--- src/rtl/regfile_pkg.sv ---
// Shared types and defaults for the multi-port register file.
package regfile_pkg;

  typedef enum logic {
    INIT = 1'b0,
    RUN  = 1'b1
  } state_t;

  localparam int DW_DEF    = 32;
  localparam int DEPTH_DEF = 32;
  localparam int NRD_DEF   = 2;
  localparam int ZERO_REG  = 0;

endpackage

--- src/rtl/regfile_rdport.sv ---
// One read port: same-cycle write bypass and busy qualification.
module regfile_rdport
  import regfile_pkg::*;
#(
  parameter int DW = DW_DEF,
  parameter int AW = 5
) (
  input  logic          en,
  input  logic [AW-1:0] ra,
  input  logic [DW-1:0] stored,
  input  logic          pend,
  input  logic          wr0,
  input  logic [AW-1:0] rw0,
  input  logic [DW-1:0] data0,
  input  logic          wr1,
  input  logic [AW-1:0] rw1,
  input  logic [DW-1:0] data1,
  output logic [DW-1:0] data,
  output logic          busy
);

  logic hit0;
  logic hit1;

  // Port 1 bypass has priority over port 0, matching the write collision rule;
  // a bypass hit means the pending value is arriving this cycle, so not busy.
  always_comb begin
    hit0 = wr0 && (rw0 == ra) && (rw0 != AW'(ZERO_REG));
    hit1 = wr1 && (rw1 == ra) && (rw1 != AW'(ZERO_REG));
    data = '0;
    busy = 1'b0;
    if (en && (ra != AW'(ZERO_REG))) begin
      if (hit1)      data = data1;
      else if (hit0) data = data0;
      else           data = stored;
      busy = pend && !(hit0 || hit1);
    end
  end

endmodule

--- src/rtl/regfile_mp.sv ---
// Multi-port register file: two prioritised write ports, NRD bypassed read
// ports, pending scoreboard and a post-reset clear sweep. Register 0 is zero.
module regfile_mp
  import regfile_pkg::*;
#(
  parameter int DW    = DW_DEF,
  parameter int DEPTH = DEPTH_DEF,
  parameter int AW    = $clog2(DEPTH),
  parameter int NRD   = NRD_DEF
) (
  input  logic              Clk,
  input  logic              Rst_n,
  input  logic [NRD*AW-1:0] RA,
  output logic [NRD*DW-1:0] BusR,
  output logic [NRD-1:0]    BusyR,
  input  logic [AW-1:0]     RW0,
  input  logic [AW-1:0]     RW1,
  input  logic [DW-1:0]     BusW0,
  input  logic [DW-1:0]     BusW1,
  input  logic              RegWr0,
  input  logic              RegWr1,
  input  logic              Issue,
  input  logic [AW-1:0]     IssueRW,
  output logic              Ready
);

  state_t            state;
  state_t            state_nxt;
  logic [AW-1:0]     ptr;
  logic              clr_en;
  logic              run_en;
  logic              wr0_ok;
  logic              wr1_ok;
  logic [DEPTH-1:0]  pending;
  logic [DEPTH-1:0]  pending_nxt;
  // Entry 0 has no storage: it is decoded as constant zero on the read side.
  logic [DW-1:0]     mem [1:DEPTH-1];

  // State register: reset always restarts the clear sweep.
  always_ff @(posedge Clk) begin
    if (!Rst_n) state <= INIT;
    else        state <= state_nxt;
  end

  // Next state: leave INIT after the cycle that clears the last entry.
  always_comb begin
    state_nxt = state;
    if ((state == INIT) && (ptr == AW'(DEPTH - 1))) state_nxt = RUN;
  end

  // Outputs: everything is gated by Rst_n so reset takes effect immediately.
  always_comb begin
    clr_en = Rst_n && (state == INIT);
    run_en = Rst_n && (state == RUN);
    Ready  = run_en;
  end

  // Clear pointer starts at 1 because entry 0 has no storage.
  always_ff @(posedge Clk) begin
    if (!Rst_n)      ptr <= AW'(1);
    else if (clr_en) ptr <= ptr + 1'b1;
  end

  // Port 0 is suppressed on a same-address collision so port 1 wins.
  assign wr1_ok = run_en && RegWr1 && (RW1 != AW'(ZERO_REG));
  assign wr0_ok = run_en && RegWr0 && (RW0 != AW'(ZERO_REG)) &&
                  !(RegWr1 && (RW1 == RW0));

  // Storage: clear sweep during INIT, user writes during RUN (never both).
  always_ff @(posedge Clk) begin
    if (clr_en) mem[ptr] <= '0;
    if (wr0_ok) mem[RW0] <= BusW0;
    if (wr1_ok) mem[RW1] <= BusW1;
  end

  // Scoreboard update: writes clear, a new issue sets, and set wins on a tie.
  always_comb begin
    pending_nxt = pending;
    if (wr0_ok) pending_nxt[RW0] = 1'b0;
    if (wr1_ok) pending_nxt[RW1] = 1'b0;
    if (run_en && Issue && (IssueRW != AW'(ZERO_REG))) pending_nxt[IssueRW] = 1'b1;
  end

  // Scoreboard register: all claims are dropped on reset.
  always_ff @(posedge Clk) begin
    if (!Rst_n) pending <= '0;
    else        pending <= pending_nxt;
  end

  for (genvar i = 0; i < NRD; i++) begin : g_rd
    logic [AW-1:0] ra;
    logic [DW-1:0] stored;

    assign ra     = RA[i*AW +: AW];
    assign stored = (ra == AW'(ZERO_REG)) ? '0 : mem[ra];

    regfile_rdport #(
      .DW(DW),
      .AW(AW)
    ) u_rdport (
      .en    (run_en),
      .ra    (ra),
      .stored(stored),
      .pend  (pending[ra]),
      .wr0   (RegWr0),
      .rw0   (RW0),
      .data0 (BusW0),
      .wr1   (RegWr1),
      .rw1   (RW1),
      .data1 (BusW1),
      .data  (BusR[i*DW +: DW]),
      .busy  (BusyR[i])
    );
  end

endmodule
--- config.mk ---
export PLATFORM = sky130hd
export DESIGN_NAME = regfile_mp
export DESIGN_NICKNAME = d
export VERILOG_FILES = /design/src/rtl/regfile_pkg.sv /design/src/rtl/regfile_rdport.sv /design/src/rtl/regfile_mp.sv
export SDC_FILE = /design/constraint.sdc
export NUM_CORES = 2
export LEC_CHECK = 0
export CAP_MARGIN = 20
export CORE_UTILIZATION = 40
export DETAILED_ROUTE_END_ITERATION = 10
export PLACE_DENSITY = 0.66
export REMOVE_ABC_BUFFERS = 1
export SKIP_LAST_GASP = 1
export SLEW_MARGIN = 10
export SYNTH_ARGS = -nofsm -noshare
export SYNTH_HDL_FRONTEND = slang
export SYNTH_HIERARCHICAL = 1
export SYNTH_SLANG_ARGS = --single-unit
--- constraint.sdc ---
create_clock -name Clk -period 5.5 [get_ports Clk]
set_clock_uncertainty 0.05 [all_clocks]
set_input_delay 1.1 -clock Clk [delete_from_list [all_inputs] [get_ports Clk]]
set_output_delay 1.1 -clock Clk [all_outputs]
set_load 0.01 [all_outputs]
Yosys cells after proc, flatten, opt, wreduce, memory -nomap -nowiden --
Memories as Yosys holds them, arrays and structs flattened. Cells that the tools add are included.
Cells by class: equality and inequality tests 6, add/sub/neg operators 1, mux-type cells 32, bitwise gates (word level) 6, magnitude comparators 8, reductions and logical operators 39
Operator list (count):
- 32-bit two-way mux | 12
- 32-bit AND | 2
- 32-bit NOT | 2
- 32-bit OR | 1
- 32-bit OR reduction | 1
- 5-bit by 6-bit < comparator with 1-bit output, second input constant | 5
- 1-bit logical AND | 26
- 5-bit == test | 5
- 5-bit nonzero test | 5
- 1-bit demux with 5-bit select | 3
- 5-bit by 1-bit greater-or-equal comparator with 1-bit output, second input constant | 3
- 1-bit two-way mux | 14
- 1-bit binary-select mux with 5-bit select | 2
- 5-bit logical NOT | 2
- 5-bit by 1-bit adder with 5-bit output, second input constant | 1
- 5-bit == test, second input constant | 1
- 5-bit two-way mux | 1
- 1-bit logical NOT | 3
- 1-bit logical OR | 2
- 1-bit NOT | 1
Word-level totals: memory bits (writable) 992, bits in registers 38, word-level logic and storage cells 96, bits of input ports 94, memories 1
Memories:
- mem | depth 31, width 32, rd ports 2, clocked after Yosys merged registers in 0, write ports 2, RTL line regfile_mp.sv:37 | logic [DW-1:0] mem [1:DEPTH-1];

Logic depth before layout (Yosys ltp) --
depth in word-level cells 11, depth in mapped cells 10, depth with buffers taken out 7

Modules after synthesis --
The synthesis kept the hierarchy.
By module, submodules not included:
- regfile_mp | seq. area each 30549.3 um^2, cells each 5325, times used 1, area an instance 58927.8 um^2
- regfile_rdport | seq. area each 0.0 um^2, cells each 97, times used 2, area an instance 1104.8 um^2

Worst setup path after synthesis --
OpenSTA, ideal clock, no wires.
path type input port to output port, from input port RA[2], to output port BusR[21], path buffers 3, required time 4.350 ns, stages 8, slack 1.621 ns, data arrival time 2.729 ns, cell sequence buf_2 > clkbuf_1 > buf_1 > mux4_2 > a22oi_1 > nand4_1 > mux2i_1 > o2bb2ai_2
RTL lines:
- start, declared | RTL line regfile_mp.sv:13 | input logic [NRD*AW-1:0] RA,
- memory 31 x 32 bit or 5-bit logical NOT (tied branches)
- 32-bit two-way mux * | RTL line regfile_mp.sv:95 | assign stored = (ra == AW'(ZERO_REG)) ? '0 : mem[ra];
- named net g_rd[0].stored[21] | RTL line regfile_mp.sv:92 | logic [DW-1:0] stored;
- 32-bit two-way mux * | RTL line regfile_rdport.sv:34 | else if (hit0) data = data0;
- 32-bit two-way mux * | RTL line regfile_rdport.sv:33 | if (hit1) data = data1;
- 32-bit two-way mux * | RTL line regfile_rdport.sv:32 | if (en && (ra != AW'(ZERO_REG))) begin
- end, declared | RTL line regfile_mp.sv:14 | output logic [NRD*DW-1:0] BusR,
The timed path passes the listed nets; every way through them passes the cells marked *.

Worst setup path in the final report --
from input port RA[4], to output port BusR[4]
The elaborated chain is that of the path after synthesis.

==> summary.md <==
| Metric | Value |
|---|---|
| Status | finished, final reports clean |
| Post-layout min period | 5330 ps |
| Yosys reg bits | 1030 |
| Most common cell after layout, fill and taps aside | nand2_1 |
| Worst reg2reg startpoint | state |
| Pre-antenna DRT Iters | 7 |
| Lkg Pwr | 22.7 nW |
| Max cap viols | 0 |
| Setup Buffers After CTS | 0 |
| Total Nets Final | 5487 |
| WL final | 238 mm |
| Htree depth | 3 |
| Synth Cell Area | 0.0611 sq mm |
| Die Ht | 393 um |
| Final GP Congestion | 0.965 |
| Category of the most critical setup path | in -> out |
| CTS resizes | 0 |
| Placed Cells | 7304 |
| Initial antenna violation count | 2 |
| GRT Total Usage | 0.305 |
| Kind of cell adding the most delay to the critical path | buffers and inverters |
| CTS tree | done |
| Clock tree buffer depth | 3 |
| Worst Path Max Fanout | 15 |
| Period utilization | 0.968 |
| Grt ovf | 0 |
| Ys Warns | 6 |
| Worst path depth | 9 |
| Setup tns final | 0 ps |
| Die W | 393 um |
| Startpoint Class | primary input |
| FF-to-FF path depth | 6 |
| Setup violators final | 0 |
| Power Dens Cells | 254 mW/mm^2 |
| Storage element area | 0.0305 sq mm |
| Die area | 0.154 sq mm |
| Sw Ratio | 0.249 |
| Slew headroom | 0.215 |
| Post-Synthesis Cells | 5519 |
| Worst skew pair latency | 750 ps |
| Largest net degree at the start of global routing | 66 |
| Critical Path RT | 4350 ps |
| Vias | 50004 |
| Hold worst-path end | pending[4] |
| Diodes inserted | 0 |
| Max incr delay on CP | 700 ps |
| Clock power frac | 0.425 |
| Post-detail-place hpwl | 145 mm |
| Critical R2R Capture | mem[3][18] |
| Critical-path cell with the highest stage delay | clkdlybuf4s50_1 |
| Async set-or-reset flop fraction in the synthesized netlist | 0 |
| Hold Fails Final Rpt | 0 |
| Number of global-route vias before repair | 48033 |
| Crit path buffers/inverters | 4 |
| Core Area | 0.152 sq mm |
| Root buf cell | clkbuf_16 |
| Worst vdd ir | 0.248 mV |
| I/O pin count | 161 |
| Slew Limit Fails | 0 |
| Finished Layout Cells | 7514 |
| Site row count | 143 |
| Routed WL per cell | 31.7 um |
| Crit path arrival time | 4180 ps |
| Post-synth EDFFs | 992 |
| Sequential Power Share | 0.487 |
| Post-synth top flop | edfxtp_1 |
| CP startpoint | RA[4] |
| Worst-path clk slew | 60 ps |
| Post-synthesis sequential area ratio | 0.500 |
| Worst hold path depth | 2 |
| Switch Pwr | 4.38 mW |
| Area Growth Syn to Fin | 13.0% |
| Syn_area_per_cell | 11.1 sq um |
| Multi-input logic area | 0.0280 sq mm |
| Post-CTS Hold Fix Bufs | 0 |
| CTS buffer count | 113 |
| Drt via density | 6.65 |
| Gate power share | 0.087 |
| RSZ-0062 raised after global routing | no |
| CTS Sinks | 1030 |
| # fillers | 13526 |
| Crit. End Element | output port |
| Most frequent cells in the layout | nand2_1, edfxtp_1, o21ai_0, o21ai_1, mux2i_1 |
| CP cell instances | clkdlybuf4s50_1, nor4_2, buf_4, a22oi_1, nand4_1, mux2i_1, buf_4, o2bb2ai_2, clkdlybuf4s50_1 |
| Internal Pwr Total | 13.2 mW |
| Worst Tran Pin Value | 1180 ps |
| Final ANT Viol Nets | 0 |
| FF-to-FF setup slack | 2250 ps |
| Port Buffer Count | 160 |
| Initial drt markers | 8714 |
| Top achievable clock speed | 188 MHz |
| First-pass GRT wire length | 339 mm |
| Beginning of the worst hold path | pending[4] |
| Hold Path Class | reg -> reg |
| Share of layout cells above drive strength 1 | 0.173 |
| Initial core utilization | 0.402 |
| DRC | 0 |
| Post-synthesis cell type count | 65 |
worst max path at each step:
stage	endpoint	slack [ps]
floorplan	BusR[0]	130
global placement	BusR[4]	200
detailed placement	BusR[4]	180
CTS	BusR[4]	150
global route	BusR[4]	60
finish	BusR[4]	170
power groups by stage:
stage	Combinational (mW)	Clock (mW)	Sequential, mW
3_5_place_dp	1.48	0	8.73
5_1_grt	1.56	7.75	8.57
6_report	1.53	7.48	8.57
2_1_floorplan	0.538	0	8.72
4_1_cts	1.48	7.46	8.57
3_3_place_gp	1.47	0	8.73
flip-flops by register name, indices dropped and copies added, names as in the netlist:
name / cells
mem: 992
pending: 32
ptr: 5
state: 1
layout make-up:
cell class              instances  share of cell area
repair buffers                405              0.0645
flip-flops and latches       1030               0.442
well taps                    2030              0.0368
clock inverters                77             0.00835
multi-input cells            3841               0.406
clock buffers                 131              0.0425
tightest hold or removal path: cells and delay by family, from the launching register on:
family          cells  cell delay (ps)
compound gates      1               60
simple gates        1               60
flops               1              320
synthesized netlist by cell type (26+ instances only):
cell	number	area share
nor2b_1	82	0.0084
a211o_1	30	0.0043
o21ai_0	568	0.046
buf_2	176	0.014
nor3_1	27	0.0022
a22oi_1	260	0.032
nand4_1	69	0.0071
nor2_1	102	0.0063
mux4_2	326	0.12
mux2i_1	336	0.055
a21oi_1	132	0.011
dfxtp_1	38	0.012
o21ai_1	411	0.034
a211oi_1	68	0.0083
nand2_1	1072	0.066
o2bb2ai_2	60	0.015
nand3_1	89	0.0073
o32ai_1	26	0.0037
clkbuf_1	388	0.024
edfxtp_1	992	0.49
buf_1	36	0.0022
cells by family (layout without fill, tap and decap cells):
logic type | Yosys count | count (layout) | share of synthesized area
AO/OA/AOI/OAI | 1600 | 1600 | 0.160
XOR/XNOR | 25 | 25 | 0.00358
adder cells (fa/ha/maj) | 2 | 2 | 0.000409
buffers and inverters | 648 | 613 | 0.0485
flip-flops | 1030 | 1030 | 0.500
multiplexers | 666 | 666 | 0.176
AND/OR/NAND/NOR | 1548 | 1548 | 0.112
stage by stage:
step / util / hold slack, ps / power, mW / worst slack (ps) / area, sq um
2_1_floorplan: - / 401 / 9.26 / 130 / 58200
3_3_place_gp: 0.431 / 414 / 10.2 / 203 / 65500
3_5_place_dp: 0.432 / 422 / 10.2 / 182 / 65600
4_1_cts: 0.455 / 430 / 17.5 / 153 / 69100
5_1_grt: 0.455 / 449 / 17.9 / 57.1 / 69100
6_report: 0.455 / 430 / 17.6 / 175 / 69100
routing by layer:
layer	vias up	GRT usage	wire (um)
li1	20728	-	-
met1	24362	0.397	85800
met2	4076	0.467	105000
met3	831	0.0815	33000
met4	7	0.150	13900
met5	-	0.00989	238
No activity file was read; power rests on OpenSTA's default activity.
